$ cat config.mk
export PLATFORM = sky130hd
export DESIGN_NAME = hazard_ctrl
export DESIGN_NICKNAME = d
export VERILOG_FILES = /design/src/rtl/hazard_ctrl.sv
export SDC_FILE = /design/constraint.sdc
export NUM_CORES = 1
export LEC_CHECK = 0
export BUFFER_PORTS_ARGS = -buffer_cell sky130_fd_sc_hd__buf_2
export CAP_MARGIN = 20
export CORE_ASPECT_RATIO = 0.9
export CORE_MARGIN = 4
export CORE_UTILIZATION = 51
export DETAILED_ROUTE_END_ITERATION = 6
export PLACE_DENSITY = 0.76
export SLEW_MARGIN = 10
export SYNTH_ARGS = -nofsm -noshare
export SYNTH_HDL_FRONTEND = slang
export SYNTH_SLANG_ARGS = --single-unit
$ cat constraint.sdc
create_clock -name clk -period 2.6 [get_ports clk]
set_input_delay 0.52 -clock clk [delete_from_list [all_inputs] [get_ports clk]]
set_output_delay 0.52 -clock clk [all_outputs]
set_load 0.01 [all_outputs]
$ cat src/rtl/hazard_ctrl.sv
// Pipeline hazard unit: Tuse/Tnew stall detection, multiply/divide busy
// tracking and a saturating count of stalled cycles.
module hazard_ctrl #(
  parameter int MULT_CYC = 5,
  parameter int DIV_CYC  = 10
) (
  input  logic        clk,
  input  logic        reset,
  input  logic [4:0]  D_rs,
  input  logic [4:0]  D_rt,
  input  logic        D_use_rs,
  input  logic        D_use_rt,
  input  logic [2:0]  D_Tuse_rs,
  input  logic [2:0]  D_Tuse_rt,
  input  logic        D_is_md,
  input  logic [4:0]  E_A3,
  input  logic [4:0]  M_A3,
  input  logic [2:0]  E_Tnew,
  input  logic [2:0]  M_Tnew,
  input  logic        E_md_start,
  input  logic        E_md_div,
  output logic        stall,
  output logic        F_En,
  output logic        D_En,
  output logic        E_clr,
  output logic        md_busy,
  output logic [31:0] stall_cnt
);

  logic [3:0]  md_cnt_q, md_cnt_d;
  logic [31:0] stall_cnt_q, stall_cnt_d;
  logic        rs_hz, rt_hz, md_hz;

  // A producer only blocks us if its result lands strictly after we need it;
  // equal timing is covered by the forwarding paths.
  always_comb begin
    rs_hz = D_use_rs && (D_rs != 5'd0) &&
            (((E_A3 == D_rs) && (E_Tnew > D_Tuse_rs)) ||
             ((M_A3 == D_rs) && (M_Tnew > D_Tuse_rs)));
    rt_hz = D_use_rt && (D_rt != 5'd0) &&
            (((E_A3 == D_rt) && (E_Tnew > D_Tuse_rt)) ||
             ((M_A3 == D_rt) && (M_Tnew > D_Tuse_rt)));
    md_hz = D_is_md && (md_busy || E_md_start);
    stall = rs_hz || rt_hz || md_hz;
    F_En  = ~stall;
    D_En  = ~stall;
    E_clr = stall;
  end

  // NOTE: every variable in always_comb gets a default first so no latch is inferred.
  always_comb begin
    md_cnt_d = md_cnt_q;
    if (md_cnt_q != 4'd0) begin
      md_cnt_d = md_cnt_q - 4'd1;
    end else if (E_md_start) begin
      md_cnt_d = E_md_div ? 4'(DIV_CYC) : 4'(MULT_CYC);
    end
  end

  always_comb begin
    stall_cnt_d = stall_cnt_q;
    if (stall && (stall_cnt_q != 32'hFFFF_FFFF)) begin
      stall_cnt_d = stall_cnt_q + 32'd1;
    end
  end

  // NOTE: sequential state uses non-blocking assignments only, so every
  // register samples the pre-edge values regardless of block ordering.
  always_ff @(posedge clk) begin
    if (reset) begin
      md_cnt_q    <= 4'd0;
      stall_cnt_q <= 32'd0;
    end else begin
      md_cnt_q    <= md_cnt_d;
      stall_cnt_q <= stall_cnt_d;
    end
  end

  assign md_busy   = (md_cnt_q != 4'd0);
  assign stall_cnt = stall_cnt_q;

endmodule
==> results.json <==
{
  "status": "complete, no violations",
  "synth_common_cells": "dfxtp_1, nor2_1, a21oi_1, xor2_1, nand2_1",
  "utilization_pct": 67.5,
  "fin_area_um2": 3050,
  "clock_sinks": 36,
  "die_h_um": 73.1,
  "grt_util_all_layers_pct": 20.8,
  "dp_cells": 428,
  "synth_top_area_share_pct": 30.0,
  "postSynth.asyncResetShare_pct": 0,
  "synthXorXnorAreaFrac_pct": 12.0,
  "cts-root-buf": "clkbuf_8",
  "slowest_stage": "o221ai_2",
  "end_kind": "primary output",
  "cap_viol_max_count": 0,
  "synth.top_cells.by_area": "dfxtp_1, xor2_1, ha_1",
  "vias": 2449,
  "core_um2": 4520,
  "p_leak_nw": 1.28,
  "cpMostUsedCell": "buf_2",
  "synth_top_family_by_area": "simple AND/OR/NAND/NOR gates",
  "routedWlPerCell_um": 13.8,
  "drtIter0Drc": 105,
  "grt_pass1_wl_um": 9810,
  "yosys.cell_count.top_type": "dfxtp_1",
  "cts.path.max_buffers": 2,
  "n_antenna_cell": 0,
  "numCtsBuffers": 5,
  "r2r_end": "stall_cnt[29]",
  "dpl_cell_area_um2": 2860,
  "drc_errors": 0,
  "ys_seq_elements": 36,
  "critPathMaxStageDelay_ps": 220,
  "crit_path_start": "D_Tuse_rt[2]",
  "ys.flop_type": "dfxtp_1",
  "tritoncts": "built",
  "drv_slew": 0,
  "num-nets-final": 429,
  "cp.arrival_ps": 2010,
  "io_buffer_count": 75,
  "synthesis.area_um2": 2400,
  "endpoint": "D_En",
  "clk_latency_ps": 280,
  "peakVddDrop_uv": 330,
  "syn_nets": 349,
  "yosysTopAreaCell": "dfxtp_1",
  "rows": 23,
  "setup_viol": 0,
  "cpLargestDelayFamily": "compound AO/OA/AOI/OAI gates",
  "timing.final.ws_setup_ps": 72.2,
  "crit_cells": 11,
  "dieArea_um2": 5880,
  "fin_crit_sh_pct": 97.2,
  "final_cells": 439,
  "pre_cts_slack_ps": -116,
  "dp_hpwl_um": 4640,
  "tns_ps": 0,
  "p_per_area_nw_per_um2": 534,
  "hold_viol": 0,
  "slew_headroom_pct": 56.2,
  "finalWeightedCongestion": 0.839,
  "htreeDepth": 2,
  "num-fill-cells": 382,
  "area_delta_synth_final_pct": 27.0,
  "rr_startpoint": "md_cnt_q[0]",
  "synthCells": 296,
  "reg2reg_depth": 11,
  "grt_overflow": 0,
  "grt_pass1_vias": 2239,
  "synth_simple_gate_area_share_pct": 29.0,
  "die_w_um": 80.4,
  "wl_um": 6060,
  "critical_path_class": "primary input to primary output",
  "finalClockSkew_ps": 8.45,
  "cts_hold_buffers": 0,
  "drtAntennaViolNets": 0,
  "hold_path.class": "register to register",
  "period_minus_slack_ps": 2530,
  "yosysWarnings": 0,
  "critPathMaxFanout": 5,
  "drt-pass1-iter-count": 5,
  "synth_cell_types": 46,
  "crit_path_start_kind": "primary input",
  "avgViaCountPerCell": 5.58,
  "cts.clk_slew.worst_paths_ps": 70,
  "synth_compound_area_share_pct": 15.2,
  "tightest_slew_ps": 657,
  "cp.required_ps": 2080,
  "r2r_slack_ps": 210,
  "muxShareOfSynthArea_pct": 0.885,
  "path_buf_inv": 5,
  "start_util_pct": 53.2,
  "antenna_found_initial": 0,
  "synth_edf_count": 0,
  "fmax_mhz": 396,
  "syn_avg_cell_area_um2": 8.12,
  "cp_cell_sequence": "buf_2, inv_4, ha_4, a21oi_1, o21ai_1, and3_1, o221ai_2, o211ai_4, buf_12, inv_1, buf_2",
  "grt_max_degree": 36,
  "synth_fa_ha_area_share_pct": 7.29,
  "seq_area_frac_synth_pct": 30.0,
  "io_pins": 76,
  "drive_above_1_share_pct": 28.9
}
-- metal layers --
metal / global-route usage [%] / vias up / share of wire (%)
li1: - / 1234 / -
met1: 29.0 / 1133 / 47
met4: 5.07 / 0 / 0.64
met5: 0 / - / 0
met2: 32.8 / 78 / 46
met3: 4.57 / 4 / 6.4
-- flip-flops by register name, indices dropped and copies added, names as in the netlist --
name	cells
stall_cnt	32
md_cnt_q	4
-- worst min-delay path by stage --
| stage | from | to | slack (ps) | depth (start not counted) |
|---|---|---|---|---|
| 2_1_floorplan | md_cnt_q[0] | md_cnt_q[0] | 450 | 1 |
| 3_3_place_gp | md_cnt_q[0] | md_cnt_q[0] | 480 | 1 |
| 3_5_place_dp | md_cnt_q[0] | md_cnt_q[0] | 490 | 1 |
| 4_1_cts | md_cnt_q[0] | md_cnt_q[0] | 510 | 1 |
| 5_1_grt | stall_cnt[25] | stall_cnt[25] | 520 | 2 |
| 6_report | md_cnt_q[0] | md_cnt_q[0] | 500 | 1 |
-- power breakdown --
group          internal (W)  total [W]  switching (W)
sequential         0.000588   0.000624      0.0000357
combinational      0.000220   0.000474       0.000254
clock              0.000338   0.000532       0.000193
-- area by class of cell --
cell class / count / area (um2) / share of cell area (%)
Clock buffer: 7 / 96.3 / 3.16
Sequential cell: 36 / 721 / 23.6
Timing Repair Buffer: 87 / 478 / 15.7
Multi-Input combinational cell: 231 / 1590 / 52.1
Clock inverter: 1 / 30.0 / 0.984
Inverter: 15 / 58.8 / 1.93
Tap cell: 62 / 77.6 / 2.54
-- through the flow --
stage | hold WS (ps) | total power (W)
after floorplan | 455 | 0.000938
after detailed placement | 490 | 0.00108
after global placement | 485 | 0.00107
after CTS | 508 | 0.00162
after global routing | 523 | 0.00173
final | 504 | 0.00163
-- cell families (layout without fill, tap and decap cells) --
kind of cell             after synthesis  after routing
AND/OR/NAND/NOR                      125            125
AO/OA/AOI/OAI                         57             57
flip-flops                            36             36
XOR/XNOR                              33             33
buffers and inverters                 29            110
adder cells (fa/ha/maj)               14             14
multiplexers                           2              2
-- timing repair --
action,4_1_cts,5_1_grt
pin swaps,0,2
hold endpoints to repair,0,0
setup buffers,2,1
gates resized for setup,1,7
setup endpoints to repair,4,5
cloned,0,0
-- layout by cell type, fill, tap and decap left out, types with 2 or more instances in the layout --
cell type  count
or4_1         12
o211ai_1       2
and2_1         3
o31ai_1        9
nand2_1       19
a21oi_1       22
o21ai_0        3
buf_2         75
o21ai_1        6
nor3_1         8
or2_2          2
clkbuf_8       7
nor2b_1        2
nor4_1         3
nand2b_1       2
xor2_1        22
xnor2_1       11
ha_4           2
buf_4         11
nand3_2        2
nand3b_1       2
or3_1          5
inv_1         14
nor2_1        25
ha_1          12
dfxtp_1       36
and3_1         4
nand4_1       12
a211oi_1       2
a31oi_1        2
nand3_1       17
and4_1         2
a21o_1         3
Power figures use the tool's default switching activity.
